[src/rtl/boot_pkg.sv]
`default_nettype none
// ============================================================================
//  Module   : boot_pkg
//  Purpose  : Shared types and constants for the UART boot loader
//  Revision : 1.0
// ============================================================================
package boot_pkg;

  // Loader phases: length header, payload words, pipeline running, failed load
  typedef enum logic [1:0] {
    ST_LEN  = 2'd0,
    ST_DATA = 2'd1,
    ST_RUN  = 2'd2,
    ST_ERR  = 2'd3
  } boot_state_e;

  // 12 MHz system clock at 9600 baud
  localparam int DEFAULT_CLK_DIV    = 12_000_000 / 9600;
  localparam int IMG_BYTES_PER_WORD = 4;

  // Little-endian assembly: each new byte lands at the top and older bytes
  // slide down, so after four bytes the first one sits in bits [7:0].
  function automatic logic [31:0] insert_byte(input logic [31:0] acc,
                                              input logic [7:0]  b);
    return {b, acc[31:8]};
  endfunction

endpackage
`default_nettype wire

[src/rtl/uart_rx_byte.sv]
`default_nettype none
// ============================================================================
//  Module   : uart_rx_byte
//  Purpose  : 8N1 UART byte receiver with glitch rejection and stop check
//  Revision : 1.0
// ============================================================================
module uart_rx_byte
  import boot_pkg::*;
#(
  parameter int CLK_DIV = DEFAULT_CLK_DIV
) (
  input  logic       clk,
  input  logic       rst,
  input  logic       i_rx,
  output logic       o_byte_valid,
  output logic       o_frame_err,
  output logic [7:0] o_data
);

  localparam int CW = $clog2(CLK_DIV);
  localparam logic [CW-1:0] c_HALF_M1 = CW'(CLK_DIV / 2 - 1);
  localparam logic [CW-1:0] c_FULL_M1 = CW'(CLK_DIV - 1);

  localparam logic [1:0] S_IDLE  = 2'd0;
  localparam logic [1:0] S_START = 2'd1;
  localparam logic [1:0] S_DATA  = 2'd2;
  localparam logic [1:0] S_STOP  = 2'd3;

  logic [1:0]    r_sync;
  logic          r_prev;
  logic [1:0]    r_state;
  logic [CW-1:0] r_cnt;
  logic [2:0]    r_bit;
  logic [7:0]    r_shift;
  logic          r_valid;
  logic          r_ferr;

  logic w_rx;
  logic w_fall;
  logic w_tick;

  assign w_rx   = r_sync[1];
  assign w_fall = r_prev & ~w_rx;
  assign w_tick = (r_cnt == '0);

  // Synchronise the line, then walk start/data/stop sampling at bit centres
  always_ff @(posedge clk) begin
    if (rst) begin
      r_sync  <= 2'b11;
      r_prev  <= 1'b1;
      r_state <= S_IDLE;
      r_cnt   <= '0;
      r_bit   <= '0;
      r_shift <= '0;
      r_valid <= 1'b0;
      r_ferr  <= 1'b0;
    end else begin
      r_sync  <= {r_sync[0], i_rx};
      r_prev  <= w_rx;
      r_valid <= 1'b0;
      r_ferr  <= 1'b0;
      case (r_state)
        S_IDLE: begin
          if (w_fall) begin
            r_state <= S_START;
            r_cnt   <= c_HALF_M1;
          end
        end
        S_START: begin
          if (w_tick) begin
            // Line back high at mid start bit: a glitch, not a frame
            if (w_rx) begin
              r_state <= S_IDLE;
            end else begin
              r_state <= S_DATA;
              r_cnt   <= c_FULL_M1;
              r_bit   <= '0;
            end
          end else begin
            r_cnt <= r_cnt - 1'b1;
          end
        end
        S_DATA: begin
          if (w_tick) begin
            r_shift <= {w_rx, r_shift[7:1]};
            r_cnt   <= c_FULL_M1;
            if (r_bit == 3'd7) r_state <= S_STOP;
            else               r_bit   <= r_bit + 3'd1;
          end else begin
            r_cnt <= r_cnt - 1'b1;
          end
        end
        default: begin
          if (w_tick) begin
            r_valid <= w_rx;
            r_ferr  <= ~w_rx;
            r_state <= S_IDLE;
          end else begin
            r_cnt <= r_cnt - 1'b1;
          end
        end
      endcase
    end
  end

  assign o_byte_valid = r_valid;
  assign o_frame_err  = r_ferr;
  assign o_data       = r_shift;

endmodule
`default_nettype wire

[src/rtl/uart_boot_loader.sv]
`default_nettype none
// ============================================================================
//  Module   : uart_boot_loader
//  Purpose  : Loads a UART program image into memory, then releases the CPU
//  Revision : 1.0
// ============================================================================
module uart_boot_loader
  import boot_pkg::*;
#(
  parameter int CLK_DIV = DEFAULT_CLK_DIV,
  parameter int ADDR_W  = 11
) (
  input  logic              clk,
  input  logic              rst,
  input  logic              uart_rx,
  output logic              cpu_rstn,
  input  logic              cpu_wren,
  input  logic [3:0]        cpu_wmask,
  input  logic [31:0]       cpu_wdata,
  input  logic [ADDR_W-1:0] cpu_addr,
  output logic              mem_wren,
  output logic [3:0]        mem_wmask,
  output logic [31:0]       mem_wdata,
  output logic [ADDR_W-1:0] mem_addr,
  output logic              busy,
  output logic              error
);

  localparam logic [1:0] S_LEN  = ST_LEN;
  localparam logic [1:0] S_DATA = ST_DATA;
  localparam logic [1:0] S_RUN  = ST_RUN;
  localparam logic [1:0] S_ERR  = ST_ERR;

  // Largest legal word count; compared with one extra bit so 2^ADDR_W fits
  localparam logic [32:0]   c_CAP      = 33'd1 << ADDR_W;
  localparam logic [ADDR_W:0] c_WCNT_ONE = {{ADDR_W{1'b0}}, 1'b1};

  logic              w_byte_valid;
  logic              w_frame_err;
  logic [7:0]        w_byte;
  logic [31:0]       w_word;
  logic              w_last_byte;
  logic              w_len_too_big;
  logic [ADDR_W:0]   w_wcnt_next;
  logic              w_done;

  logic [1:0]        r_state;
  logic [1:0]        r_bcnt;
  logic [31:0]       r_acc;
  logic [31:0]       r_len;
  logic [ADDR_W:0]   r_wcnt;
  logic              r_wren;
  logic [3:0]        r_wmask;
  logic [31:0]       r_wdata;
  logic [ADDR_W-1:0] r_addr;
  logic              r_rstn;

  uart_rx_byte #(
    .CLK_DIV (CLK_DIV)
  ) u_rx (
    .clk          (clk),
    .rst          (rst),
    .i_rx         (uart_rx),
    .o_byte_valid (w_byte_valid),
    .o_frame_err  (w_frame_err),
    .o_data       (w_byte)
  );

  assign w_word        = insert_byte(r_acc, w_byte);
  assign w_last_byte   = (r_bcnt == 2'(IMG_BYTES_PER_WORD - 1));
  assign w_len_too_big = ({1'b0, w_word} > c_CAP);
  assign w_wcnt_next   = r_wcnt + c_WCNT_ONE;
  assign w_done        = (32'(w_wcnt_next) == r_len);

  // Loader sequencing: header, payload words with registered writes, terminal states
  always_ff @(posedge clk) begin
    if (rst) begin
      r_state <= S_LEN;
      r_bcnt  <= '0;
      r_acc   <= '0;
      r_len   <= '0;
      r_wcnt  <= '0;
      r_wren  <= 1'b0;
      r_wmask <= '0;
      r_wdata <= '0;
      r_addr  <= '0;
      r_rstn  <= 1'b0;
    end else begin
      r_wren <= 1'b0;
      case (r_state)
        S_LEN: begin
          if (w_frame_err) begin
            r_state <= S_ERR;
          end else if (w_byte_valid) begin
            r_acc  <= w_word;
            r_bcnt <= r_bcnt + 2'd1;
            if (w_last_byte) begin
              r_len  <= w_word;
              r_wcnt <= '0;
              if (w_word == 32'd0) begin
                // Empty image: release the pipeline straight away
                r_state <= S_RUN;
                r_rstn  <= 1'b1;
              end else if (w_len_too_big) begin
                r_state <= S_ERR;
              end else begin
                r_state <= S_DATA;
              end
            end
          end
        end
        S_DATA: begin
          if (w_frame_err) begin
            r_state <= S_ERR;
          end else if (w_byte_valid) begin
            r_acc  <= w_word;
            r_bcnt <= r_bcnt + 2'd1;
            if (w_last_byte) begin
              r_wren  <= 1'b1;
              r_wmask <= 4'hF;
              r_wdata <= w_word;
              r_addr  <= r_wcnt[ADDR_W-1:0];
              r_wcnt  <= w_wcnt_next;
              if (w_done) r_state <= S_RUN;
            end
          end
        end
        S_RUN: begin
          // Held one cycle behind RUN entry so the final write still reaches memory
          r_rstn <= 1'b1;
        end
        default: begin
          r_rstn <= 1'b0;
        end
      endcase
    end
  end

  // Memory port ownership follows the pipeline reset release
  always_comb begin
    mem_wren  = r_wren;
    mem_wmask = r_wmask;
    mem_wdata = r_wdata;
    mem_addr  = r_addr;
    if (r_rstn) begin
      mem_wren  = cpu_wren;
      mem_wmask = cpu_wmask;
      mem_wdata = cpu_wdata;
      mem_addr  = cpu_addr;
    end
  end

  assign cpu_rstn = r_rstn;
  assign busy     = (r_state != S_RUN);
  assign error    = (r_state == S_ERR);

endmodule
`default_nettype wire

[config.mk]
export PLATFORM = sky130hd
export DESIGN_NAME = uart_boot_loader
export DESIGN_NICKNAME = d
export VERILOG_FILES = /design/src/rtl/boot_pkg.sv /design/src/rtl/uart_rx_byte.sv /design/src/rtl/uart_boot_loader.sv
export SDC_FILE = /design/constraint.sdc
export NUM_CORES = 1
export LEC_CHECK = 0
export ABC_AREA = 1
export CAP_MARGIN = 20
export CORE_MARGIN = 5
export CORE_UTILIZATION = 55
export CTS_CLUSTER_SIZE = 20
export DETAILED_ROUTE_END_ITERATION = 8
export GPL_TIMING_DRIVEN = 0
export PLACE_DENSITY = 0.78
export SLEW_MARGIN = 20
export SYNTH_ARGS = -nofsm -noshare
export SYNTH_HDL_FRONTEND = slang
export SYNTH_SLANG_ARGS = --single-unit
[constraint.sdc]
create_clock -name clk -period 5.4 [get_ports clk]
set_clock_uncertainty 0.15 [all_clocks]
set_input_delay 1.08 -clock clk [delete_from_list [all_inputs] [get_ports clk]]
set_output_delay 1.08 -clock clk [all_outputs]
set_load 0.005 [all_outputs]
==> results.py <==
metrics = {
    "route": {
        "drt_iter0_markers": 590,
        "drcViolationCount": 0,
        "num_vias": 6649,
        "ant_nets": 0,
        "detail_route.wl_per_cell_um": 14.9,
        "viasPerCell": 5.41,
        "firstDrtPassIters": 5,
        "drt_wl_total_mm": 18.3,
    },
    "die": {
        "die_h_um": 120,
        "design.die.area_um2": 14500,
        "rows": 40,
        "dieWidth_um": 120,
        "coreArea_um2": 12000,
        "initial_core_util_pct": 56.0,
        "pin_count": 102,
    },
    "power": {
        "irDropWorstVdd_v": 0.000212,
        "powerDensity_nw_per_um2": 361,
        "p_leak_nw": 3.46,
    },
    "global_route": {
        "grt_pass1_vias": 6131,
        "antenna_found_initial": 0,
        "grt_max_degree": 17,
        "gr-total-overflow": 0,
        "grt_pass1_wl_mm": 29.8,
        "met3_usage_pct": 5.10,
        "track_usage_pct": 25.7,
        "top_usage_layer": "met2",
        "grt_util_met1_pct": 32.8,
        "met2_usage_pct": 42.3,
    },
    "yosys": {
        "synth_edf_count": 0,
        "yosysTopAreaCellShare_pct": 43.9,
        "synth_most_common_cell": "nand2_1",
        "synth_seq_cells": 147,
        "ys_top_cells_by_count": "240 x nand2_1, 147 x dfxtp_1, 128 x a21oi_1",
        "synth_area_leaders": "dfxtp_1 44%, nand2_1 13%, a21oi_1 9.6%",
        "seq_area_frac_synth_pct": 43.9,
        "synth_top_area_cell": "dfxtp_1",
        "netlist_area_um2": 6700,
        "async_flop_share_pct": 0,
        "ys_warn_count": 0,
        "syn_nets": 1009,
        "synth_cells": 949,
        "synth_cell_types": 43,
        "synth_ff_type": "dfxtp_1",
        "synth_area_per_cell_um2": 7.06,
    },
    "timing": {
        "max_slew_margin_pct": 49.0,
        "hold_viol": 0,
        "fmax_mhz": 284,
        "timing.final.crit_share_pct": 65.1,
        "rsz0062_at_grt": "no",
        "worst_pin_slew_ns": 0.765,
        "hold_slack_ns": 0.258,
        "setup_violations": 0,
        "tns_ns": 0,
        "min_period_ns": 3.52,
        "finalMaxSlewViolations": 0,
    },
    "place": {
        "portBuffers": 100,
        "placed_cells": 1196,
        "place_area_um2": 7890,
        "gp_congestion": 0.936,
        "dp.final_hpwl_mm": 13.8,
    },
    "worst_setup_path": {
        "crit_fanout": 10,
        "cp-startpoint": "cpu_rstn$_SDFFE_PP0P_",
        "r2r_slack_ns": 3.26,
        "crit_arrival_ns": 2.29,
        "endpoint_kind": "output pin",
        "start_kind": "register",
        "r2r-start": "r_wcnt[1]$_SDFFE_PP0P_",
        "crit_type": "register to output pin",
        "crit_required_ns": 4.17,
    },
    "clock_network": {
        "cts_hold_buf": 0,
        "cts_tree": "done",
        "postCtsSetupBuffers": 0,
        "cts_made_buffers": 17,
        "post_cts_resized": 0,
        "clock_latency_ns": 0.42,
        "cts_buffer_depth": 2,
        "root_buffer": "clkbuf_16",
        "htreeDepth": 4,
        "clkSlewWorstSetupHoldPaths_ns": 0.06,
        "cts_sinks": 147,
    },
    "status": {
        "status": "complete, no violations",
    },
    "layout": {
        "fin_util_pct": 71.1,
        "post-route-cell-area_um2": 8500,
        "nets": 1128,
        "final_cells": 1228,
        "num_antenna_cells": 0,
        "drive_gt1_share_pct": 7.31,
        "syn2layout_area_growth_pct": 26.9,
    },
    "flow_run": {
        "max_cap_violations": 0,
    },
    "hold_path": {
        "min_path_type": "register to register",
        "worstHoldStart": "u_rx.r_sync[0]$_SDFF_PP1_",
    },
}
[through the flow]
step | total power, W | setup WS [ns]
6_report | 0.00307 | 1.88
5_1_grt | 0.00321 | 1.70
4_1_cts | 0.00308 | 1.89
3_5_place_dp | 0.00186 | 1.97
3_3_place_gp | 0.00185 | 1.97
2_1_floorplan | 0.00169 | 2.96
[power breakdown]
| part | leakage [nW] | switching (W) | internal [W] | total (W) |
|---|---|---|---|---|
| clock network | 0.298 | 0.000454 | 0.000767 | 0.00122 |
| logic | 1.97 | 0.000394 | 0.000245 | 0.000639 |
| registers | 1.19 | 0.0000616 | 0.00115 | 0.00121 |
| total | 3.46 | 0.000909 | 0.00216 | 0.00307 |
[flip-flops by register name, summed over array words and instances, names as in the netlist]
signal             cells
cpu_rstn               1
r_wmask                1
u_rx.r_prev            1
r_addr                11
u_rx.r_bit             3
u_rx.r_state           2
r_wcnt                12
u_rx.r_cnt            11
r_wdata               32
r_wren                 1
u_rx.o_byte_valid      1
u_rx.o_frame_err       1
r_len                 32
u_rx.o_data            8
r_state                2
r_bcnt                 2
u_rx.r_sync            2
r_acc                 24
[worst max-delay path: stages (launching register included)]
cell	delay, ns
dfxtp_1	0.33
clkbuf_1	0.25
clkinv_1	0.35
clkbuf_1	0.31
nand2_1	0.11
nand2_1	0.06
clkdlybuf4s50_1	0.45
[metal layers]
layer	routed length, um	vias up
met1	8100	3067
li1	-	3346
met3	1010	34
met5	0	-
met4	429	0
met2	8790	202
[layout make-up]
class	instances	area [um^2]
inverter	98	370
timing repair buffer	100	1000
multi-input combinational	652	3180
clock inverter	15	190
buffer	52	213
tap	147	184
clock buffer	17	425
fill	983	3460
sequential	147	2940
[layout by cell type (no fill, tap or decap), types with 4 or more instances in the layout]
master and n:
o21ai_0 102, buf_2 8, o21ai_1 5, o32ai_1 8, clkinv_2 6, inv_1 86
inv_2 10, nand4_1 12, ha_1 9, bufinv_16 4, a21oi_1 128, xor2_1 4
nand2_2 10, clkbuf_16 17, nand2_1 240, dfxtp_1 147, nand3_1 40, nor2_1 48
nor2_2 5, clkdlybuf4s50_1 100, nor3_1 10, clkbuf_1 41
[final timing paths]
| check | end | cells after the start |
|---|---|---|
| max | mem_wdata[25] | 6 |
| min | u_rx.r_sync[1]$_SDFF_PP1_ | 1 |
| max reg2reg | r_state[0]$_SDFFE_PP0P_ | 16 |
| min reg2reg | u_rx.r_sync[1]$_SDFF_PP1_ | 1 |
[kinds of logic (layout without fill, tap and decap cells)]
logic type | count (synthesis) | after routing | synth area share, %
simple gates | 381 | 381 | 24.7
compound gates | 255 | 255 | 20.1
fa+ha+maj | 9 | 9 | 1.68
xor+xnor | 7 | 7 | 0.915
flops | 147 | 147 | 43.9
buf+inv | 150 | 282 | 8.70
(Power assumes the default switching activity.)
